===== config.mk =====
export PLATFORM = sky130hd
export DESIGN_NAME = sirene_driver
export DESIGN_NICKNAME = d
export VERILOG_FILES = /design/src/rtl/sirene_driver.sv
export SDC_FILE = /design/constraint.sdc
export NUM_CORES = 1
export LEC_CHECK = 0
export ABC_AREA = 1
export CAP_MARGIN = 0
export CORE_UTILIZATION = 51
export CTS_CLUSTER_SIZE = 8
export DETAILED_ROUTE_END_ITERATION = 10
export PLACE_DENSITY = 0.76
export SLEW_MARGIN = 20
export SYNTH_ARGS = -nofsm -noshare
export SYNTH_HDL_FRONTEND = slang
export SYNTH_SLANG_ARGS = --single-unit

===== constraint.sdc =====
create_clock -name clk_2 -period 2.5 [get_ports clk_2]
set_clock_uncertainty 0.2 [all_clocks]
set_input_delay 0.5 -clock clk_2 [delete_from_list [all_inputs] [get_ports clk_2]]
set_output_delay 0.5 -clock clk_2 [all_outputs]
set_load 0.02 [all_outputs]

===== src/rtl/sirene_driver.sv =====
// End-of-shift siren driver: turns a siren request level into a counted ON/OFF beep
// pattern on one LED, stopped by acknowledge, beep budget exhaustion or request drop.
module sirene_driver #(
  parameter int ON_CYCLES  = 4,
  parameter int OFF_CYCLES = 4,
  parameter int MAX_BEEPS  = 3
) (
  input  logic       clk_2,
  input  logic       reset_n,
  input  logic       sirene_req,
  input  logic       ack,
  output logic       buzzer,
  output logic       active,
  output logic [3:0] beep_count,
  output logic       done
);

  localparam int TMAX = (ON_CYCLES > OFF_CYCLES) ? ON_CYCLES : OFF_CYCLES;
  localparam int TW   = (TMAX > 1) ? $clog2(TMAX) : 1;

  typedef enum logic [1:0] {IDLE, ON, OFF, WAIT_CLEAR} state_t;

  state_t          state_reg, state_next;
  logic [TW-1:0]   timer_reg, timer_next;
  logic            req_d_reg;
  logic [3:0]      count_next;
  logic            done_next;
  logic            start;

  assign start = sirene_req & ~req_d_reg;

  always_comb begin
    state_next = state_reg;
    timer_next = timer_reg;
    count_next = beep_count;
    done_next  = done;
    case (state_reg)
      IDLE: begin
        if (start) begin
          state_next = ON;
          timer_next = '0;
          count_next = 4'd0;
          done_next  = 1'b0;
        end
      end
      ON: begin
        if (!sirene_req) begin
          state_next = IDLE;
          done_next  = 1'b0;
        end else if (ack) begin
          state_next = WAIT_CLEAR;
          done_next  = 1'b0;
        end else if (timer_reg == TW'(ON_CYCLES - 1)) begin
          count_next = beep_count + 4'd1;
          timer_next = '0;
          // The last ON phase is not followed by an OFF phase.
          if (count_next == 4'(MAX_BEEPS)) begin
            state_next = WAIT_CLEAR;
            done_next  = 1'b1;
          end else begin
            state_next = OFF;
          end
        end else begin
          timer_next = timer_reg + TW'(1);
        end
      end
      OFF: begin
        if (!sirene_req) begin
          state_next = IDLE;
          done_next  = 1'b0;
        end else if (ack) begin
          state_next = WAIT_CLEAR;
          done_next  = 1'b0;
        end else if (timer_reg == TW'(OFF_CYCLES - 1)) begin
          state_next = ON;
          timer_next = '0;
        end else begin
          timer_next = timer_reg + TW'(1);
        end
      end
      WAIT_CLEAR: begin
        if (!sirene_req) begin
          state_next = IDLE;
        end
      end
      default: begin
        state_next = IDLE;
        timer_next = '0;
      end
    endcase
  end

  // Outputs are registered from the next state so they line up with the state register.
  always_ff @(posedge clk_2 or negedge reset_n) begin
    if (!reset_n) begin
      state_reg  <= IDLE;
      timer_reg  <= '0;
      req_d_reg  <= 1'b1;
      buzzer     <= 1'b0;
      active     <= 1'b0;
      beep_count <= 4'd0;
      done       <= 1'b0;
    end else begin
      state_reg  <= state_next;
      timer_reg  <= timer_next;
      req_d_reg  <= sirene_req;
      buzzer     <= (state_next == ON);
      active     <= (state_next == ON) || (state_next == OFF);
      beep_count <= count_next;
      done       <= done_next;
    end
  end

endmodule


### Yosys cells after proc, flatten, opt, wreduce, memory -nomap -nowiden

Cells that the tools add are included.

| word-level totals | value |
|---|---|
| register bits after elaboration | 12 |
| input bits | 4 |

| cells by class | value |
|---|---|
| add/sub/neg operators | 2 |
| equality and inequality tests | 16 |
| multiplexer cells | 28 |
| bitwise logic cells | 2 |
| reductions and logical operators | 9 |

Operator list:

| operator | number |
|---|---|
| $mux 2 | 12 |
| $mux 4 | 4 |
| $ne 2x2->1 const B | 5 |
| $reduce_and 5->1 | 2 |
| $eq 2x2->1 const B | 4 |
| $mux 1 | 8 |
| $ne 4x4->1 const B | 2 |
| $pmux 2 s4 | 1 |
| $pmux 4 s2 | 1 |
| $add 4x1->4 const B | 1 |
| $eq 2x1->1 const B | 2 |
| $eq 4x2->1 const B | 1 |
| $pmux 2 s2 | 1 |
| $reduce_and 4->1 | 1 |
| $reduce_bool 2->1 | 2 |
| $ne 3x3->1 const B | 1 |
| $pmux 1 s3 | 1 |
| $reduce_bool 3->1 | 1 |
| $add 2x1->2 const B | 1 |
| $logic_not 2->1 | 1 |
| $ne 2x1->1 const B | 1 |
| $reduce_or 2->1 | 1 |
| $and 1x1->1 | 1 |
| $logic_or 1x1->1 | 1 |
| $not 1->1 | 1 |

### Longest topological paths before layout

Gate-level depths: netlist (run 1).

| depth | value |
|---|---|
| depth after elaboration | 9 |
| depth in mapped cells | 13 |

### Least setup slack after synthesis (run 1)

No wires, ideal clock.

| path | value |
|---|---|
| kind | reg-to-reg |
| from | register state_reg[1] |
| to | register active |
| library setup time | 113 ps |
| arrival | 1,550 ps |
| path slack | 637 ps |
| stages on the path, launching flop included | 11 |
| clock period less this slack | 1,863 ps |
| path through | dfrtp_1 > inv_1 > ha_1 > o21ai_0 > o21ai_0 > a21oi_1 > nand2_1 > nand3_1 > nand2_1 > ha_1 > inv_1 |

| on the way | value |
|---|---|
| cells in the longest elaborated chain, start to end | 6 |
| elaborated cells between the ends (all ways) | 16 |

RTL lines:

| item | line | source |
|---|---|---|
| start: declaration | 23 | `state_t state_reg, state_next;` |
| start signal: assignment | 104 | `state_reg <= state_next;` |
| $mux 2, on equally long branches | 74, 53 |  |
| $mux 2, on equally long branches | 71, 50 |  |
| $mux 2, on equally long branches | 68, 47 |  |
| $pmux 2 s4 (*) | 37 | `case (state_reg)` |
| $eq 2x1->1 / $eq 2x2->1 (equally long branches) | 108 | `active <= (state_next == ON) \|\| (state_next == OFF);` |
| $logic_or 1x1->1 (*) | 108 |  |
| end signal: assignment | 108 |  |
| end: declaration | 13 | `output logic active,` |

Every way passes the cells marked *; elsewhere a longest branch is shown, timed or not.
A chain may end at the register's enable or synchronous reset.

### Final worst setup path (run 1)

| path | value |
|---|---|
| from | register beep_count[2] |
| to | output port beep_count[2] |

RTL lines:

| item | line | source |
|---|---|---|
| start: declaration | 14 | `output logic [3:0] beep_count,` |
| start signal: assignment | 109 | `beep_count <= count_next;` |

No word-level cell between the ends.

==> impl_metrics.env, run 1 <==
export IMPL_status="finished, final reports clean"
export IMPL_via_per_inst=5.13
export IMPL_synthesis_nets=108
export IMPL_diodes=0
export IMPL_synth_area_um2=748
export IMPL_worstHoldPathType="reg2reg"
export IMPL_root_buffer="clkbuf_4"
export IMPL_cts_buffer_depth=2
export IMPL_fmax_ghz=0.486
export IMPL_cp_start_kind="flop"
export IMPL_synth_top_area_cell="dfrtp_1"
export IMPL_power_density_nw_per_um2=1060
export IMPL_met1_length_um=699
export IMPL_clkTransAtPathRegs_ns=0.08
export IMPL_cts_buffers=3
export IMPL_h_tree_depth=1
export IMPL_finalPower_uw=959
export IMPL_worstPathCellList="clkdlybuf4s50_1"
export IMPL_start_util=0.561
export IMPL_cap_violations=0
export IMPL_slew_violations=0
export IMPL_crit_arrival_ns=1.36
export IMPL_required_ns=1.80
export IMPL_synthDistinctLibCells=19
export IMPL_synth_top_area_frac=0.368
export IMPL_coreArea_um2=1330
export IMPL_yosysWarnings=0
export IMPL_max_stage_delay_ns=0.64
export IMPL_drtIter0Drc=12
export IMPL_max_vdd_ir_drop_uv=692
export IMPL_syn_area_per_cell_um2=7.79
export IMPL_crit_path_end_kind="output port"
export IMPL_dr_pass1_iters=4
export IMPL_fin_util=0.677
export IMPL_drive_gt1_frac=0.109
export IMPL_cp_top_family="buffers and inverters"
export IMPL_cp_max_fo=5
export IMPL_synth_seq_area_share=0.403
export IMPL_grt_pass1_wl_mm=2.13
export IMPL_postRouteAntennaNets=0
export IMPL_setup_violations=0
export IMPL_cts_setup_buffers=0
export IMPL_highest_layer="met4"
export IMPL_row_count=13
export IMPL_rsz0062_at_grt="false"
export IMPL_die_area_um2=1620
export IMPL_syn_to_final_growth_pct=20.7
export IMPL_crit_type="reg2out"
export IMPL_largest_reg_flops=4
export IMPL_drc=0
export IMPL_numClockSinks=12
export IMPL_routed_wl_mm=1.38
export IMPL_hpwl_mm=1.04
export IMPL_synthCells=96
export IMPL_hold_violations=0
export IMPL_io_buffers=10
export IMPL_nNetsFinal=123
export IMPL_antenna_found_initial=0
export IMPL_path_buf_inv=1
export IMPL_grt_pass1_vias=506
export IMPL_ioPinCount=11
export IMPL_grt_max_degree=13
export IMPL_period_needed_ns=2.06
export IMPL_track_usage=0.207
export IMPL_hold_buffers=0
export IMPL_cts_tree="done"
export IMPL_grt_remaining_overflow=0
export IMPL_die_h_um=40.3
export IMPL_clk_latency_ns=0.28
export IMPL_wl_per_cell_um=11.1
export IMPL_wl_met3_um=62
export IMPL_leakage_nw=0.483
export IMPL_wl_met2_um=609
export IMPL_ys_seq_elements=12
export IMPL_fin_crit_sh=0.824
export IMPL_tightest_slew_ns=0.549
export IMPL_vias=641
export IMPL_relSlewSlack=0.633
export IMPL_gp_congestion=0.748
export IMPL_tns_ns=0
export IMPL_cp_slowest_cell="clkdlybuf4s50_1"
export IMPL_synth_area_top_cells="dfrtp_1 (37%), nand2_1 (15%), ha_1 (13%)"
export IMPL_die_x_um=40.3
export IMPL_cts_resized=0
kinds of logic after synthesis:
kind of cell	Yosys count	share of synthesized area
adder cells (fa/ha/maj)	8	0.134
AO/OA/AOI/OAI	16	0.145
AND/OR/NAND/NOR	41	0.221
buffers and inverters	19	0.0970
flip-flops	12	0.403
layout by cell type (no fill, tap or decap):
cell type and n:
o21ai_2 2, clkinv_2 1, nand2_1 29, dfstp_2 1, o211ai_1 3, clkbuf_8 1, a31oi_1 2, nor2_1 6
clkbuf_4 3, a21oi_1 2, inv_1 17, nand3_1 3, dfrtp_1 11, clkdlybuf4s50_1 10, inv_2 1, o22a_1 1
nor2_2 1, nand4_1 1, nand2_2 1, ha_1 8, o22ai_2 1, o21ai_0 5
report_power, final:
group | total [mW] | switching (mW) | internal (mW) | leakage [nW]
Sequential | 0.296 | 0.0436 | 0.253 | 0.155
Combinational | 0.509 | 0.312 | 0.197 | 0.307
Clock | 0.154 | 0.0652 | 0.0886 | 0.0210
through the flow:
stage / cell area [um^2] / worst slack (ns) / hold slack [ns] / cells
floorplan: 748 / 0.637 / 0.00441 / 96
global placement: 867 / 0.290 / 0.280 / 121
detailed placement: 867 / 0.353 / 0.286 / 121
CTS: 903 / 0.433 / 0.303 / 125
global route: 903 / 0.309 / 0.335 / 125
finish: 903 / 0.440 / 0.304 / 125
Yosys cell counts, drive strengths merged:
| cell type | instances |
|---|---|
| dfrtp | 11 |
| dfstp | 1 |
| inv | 18 |
| a21oi | 2 |
| a31oi | 2 |
| o22a | 1 |
| nand2 | 30 |
| nand4 | 1 |
| clkinv | 1 |
| nand3 | 3 |
| nor2 | 7 |
| o211ai | 3 |
| o21ai | 7 |
| o22ai | 1 |
| ha | 8 |
per-layer routing:
layer  vias to the layer above  GRT usage
li1                        336          -
met1                       294      0.286
met2                         9      0.302
met3                         2     0.0833
met4                         0     0.0500
met5                         -          0
final timing paths:
kind / slack (ns) / cells past startpoint / startpoint / end
min in group asynchronous: 0.37 / 1 / reset_n / done
hold reg to reg: 0.30 / 2 / timer_reg[1] / timer_reg[1]
max in group asynchronous: 1.36 / 1 / reset_n / beep_count[3]
setup / recovery: 0.44 / 1 / beep_count[2] / beep_count[2]
setup reg to reg: 0.46 / 10 / state_reg[1] / active
hold / removal: 0.30 / 2 / timer_reg[1] / timer_reg[1]
cell type report:
type	count	area [um^2]
Clock buffer	4	36.3
Fill cell	121	430
Inverter	19	72.6
Multi-Input combinational cell	65	374
Sequential cell	12	302
Tap cell	15	18.8
Timing Repair Buffer	10	100
Note: power is estimated with default switching activity, not from simulation.
==> inputs of run 2 (changes only) <==
- CORE_UTILIZATION: 51 -> 46
- PLACE_DENSITY: 0.76 -> 0.72
- clock period: 2.5 -> 1.75 ns (I/O delays scaled with it)
==> run 2 against run 1 <==
The flow now finishes with violations (negative setup slack); final cell count grew 15%; sequential power is 49% higher; clock-buffer cell count is the same; sequential share of layout area down 5.8 points; combinational power increased by 100%; critical path depth up 7; first-iteration DRC count fell by 17%; final area increased by 23%; global-route usage decreased by 0.60 points; worst setup slack lost 0.52 ns; clock power up 43%; critical path type is now reg2reg.
==> impl_metrics.env, run 2 (synthesis gave the netlist of run 1 again) <==
export IMPL_h_tree_depth=1
export IMPL_antenna_found_initial=0
export IMPL_grt_max_degree=13
export IMPL_period_needed_ns=1.83
export IMPL_status="complete, but fails checks"
export IMPL_dr_pass1_iters=4
export IMPL_cts_buffer_depth=2
export IMPL_hold_buffers=0
export IMPL_pwr_share_clk=0.131
export IMPL_timing_final_ws_setup_ns=-0.0792
export IMPL_r2r_start="state_reg[0]"
export IMPL_grt_pass1_wl_mm=2.79
export IMPL_wl_per_cell_um=10.9
export IMPL_switchingPower_uw=706
export IMPL_vias=702
export IMPL_layout_commonest_cell="nand2_1"
export IMPL_root_buffer="clkbuf_4"
export IMPL_postRouteAntennaNets=0
export IMPL_largest_reg_flops=4
export IMPL_crit_path_end_kind="flop"
export IMPL_setup_violations=1
export IMPL_hpwl_mm=1.20
export IMPL_clkTransAtPathRegs_ns=0.08
export IMPL_comb_power_share=0.606
export IMPL_die_x_um=42.3
export IMPL_routed_wl_mm=1.57
export IMPL_coreArea_um2=1510
export IMPL_postPlaceCellArea_um2=1010
export IMPL_hold_violations=0
export IMPL_clk_latency_ns=0.27
export IMPL_tightest_slew_ns=0.301
export IMPL_relSlewSlack=0.799
export IMPL_die_area_um2=1790
export IMPL_track_usage=0.201
export IMPL_cts_tree="done"
export IMPL_fillers=122
export IMPL_fmax_ghz=0.547
export IMPL_cp_start_kind="flop"
export IMPL_grt_pass1_vias=683
export IMPL_ioPinCount=11
export IMPL_cp_max_fo=4
export IMPL_cap_violations=0
export IMPL_mostFrequentLayoutCells="nand2_1 (29), buf_4 (16), inv_1 (14)"
export IMPL_via_per_inst=4.88
export IMPL_multi_input_area_um2=437
export IMPL_crit_type="reg2reg"
export IMPL_drtIter0Drc=10
export IMPL_power_density_nw_per_um2=1510
export IMPL_gp_congestion=0.848
export IMPL_die_h_um=42.3
export IMPL_sw_frac_of_total=0.420
export IMPL_leakage_nw=0.599
export IMPL_rsz0062_at_grt="true"
export IMPL_highest_layer="met3"
export IMPL_io_buffers=10
export IMPL_seq_area_um2=307
export IMPL_final_cells=144
export IMPL_row_count=14
export IMPL_drc=0
export IMPL_crit_arrival_ns=1.84
export IMPL_diodes=0
export IMPL_startpoint="state_reg[0]"
export IMPL_final_cell_area_um2=1110
export IMPL_drive_gt1_frac=0.344
export IMPL_wl_met2_um=790
export IMPL_grt_remaining_overflow=0
export IMPL_p_int_uw=975
export IMPL_violations="negative setup slack"
export IMPL_slew_violations=0
export IMPL_syn_to_final_growth_pct=48.5
export IMPL_cts_buffers=3
export IMPL_max_vdd_ir_drop_uv=1140
export IMPL_worstHoldPathType="in2async"
export IMPL_wl_met3_um=83
export IMPL_required_ns=1.76
export IMPL_start_util=0.497
export IMPL_met1_length_um=693
export IMPL_pwr_share_seq=0.263
export IMPL_nNetsFinal=141
export IMPL_place_inst=139
export IMPL_numClockSinks=12
export IMPL_fin_crit_sh=1.05
-- run 2: cell count changes in the layout (fill, tap and decap cells not counted), moves of 2 or more --
| cell | change |
|---|---|
| dlygate4sd2_1 | +5 |
| ha_1 | -4 |
| clkdlybuf4s50_1 | -7 |
| dfrtp_2 | +4 |
| o21ai_0 | -2 |
| dfrtp_1 | -4 |
| inv_1 | -3 |
| buf_4 | +16 |
| buf_6 | +2 |
| ha_4 | +4 |
| inv_2 | +3 |
-- run 2: cell type report --
| cell class | count | area share |
|---|---|---|
| repair buffers | 28 | 0.215 |
| multi-input cells | 65 | 0.393 |
| well taps | 16 | 0.0180 |
| flip-flops and latches | 12 | 0.276 |
| inverters | 19 | 0.0653 |
| clock buffers | 4 | 0.0327 |
-- run 2: timing repair --
item,in CTS,in global routing
buffers inserted,0,1
endpoints found under the setup margin,8,12
gates resized for setup,14,7
pin swaps,5,1
-- run 2: metrics by stage --
step	hold WS (ns)	TNS [ns]	utilization	worst slack (ns)	total power, mW
6_report	0.164	-0.0792	0.738	-0.0792	1.68
5_1_grt	0.187	-0.407	0.738	-0.182	1.83
3_3_place_gp	0.284	-0.654	0.674	-0.183	1.35
4_1_cts	0.167	-0.0814	0.716	-0.0814	1.63
2_1_floorplan	-0.146	-0.0209	-	-0.0209	0.993
3_5_place_dp	0.296	-0.737	0.674	-0.199	1.37
-- run 2: metal layers --
layer  vias up  GRT usage
li1        369          -
met1       316      0.241
met2        17      0.369
met3         0     0.0474
met4         0     0.0313
met5         -          0
-- run 2: power groups by stage --
stage	Clock [mW]	Sequential (mW)	Combinational, mW
4_1_cts	0.224	0.442	0.962
3_3_place_gp	0	0.435	0.915
6_report	0.220	0.442	1.02
5_1_grt	0.235	0.453	1.14
2_1_floorplan	0	0.478	0.515
3_5_place_dp	0	0.436	0.936
-- run 2: critical path: stages, from the launching register on --
cell and delay [ns]:
dfrtp_2 0.45, ha_1 0.23, inv_1 0.08, nand2_1 0.08, o211ai_1 0.09, nand3_1 0.10, a31oi_1 0.21, ha_1 0.27
inv_1 0.05
-- run 2: path summary, 6_finish.rpt --
| kind | endpoint | slack [ns] | depth (start not counted) |
|---|---|---|---|
| min in group clk_2 | done | 0.31 | 1 |
| worst max-delay path | active | -0.08 | 8 |
| worst max register to register | active | -0.08 | 8 |
| worst min register to register | done | 0.31 | 1 |
| max in group asynchronous | req_d_reg | 0.96 | 2 |
| worst min-delay path | done | 0.16 | 2 |
==> inputs of run 3 (changes only) <==
- CTS_CLUSTER_SIZE: 8 -> 20
==> results of run 3 <==
No change in the layout: final DEF, timing and power equal those of run 2.
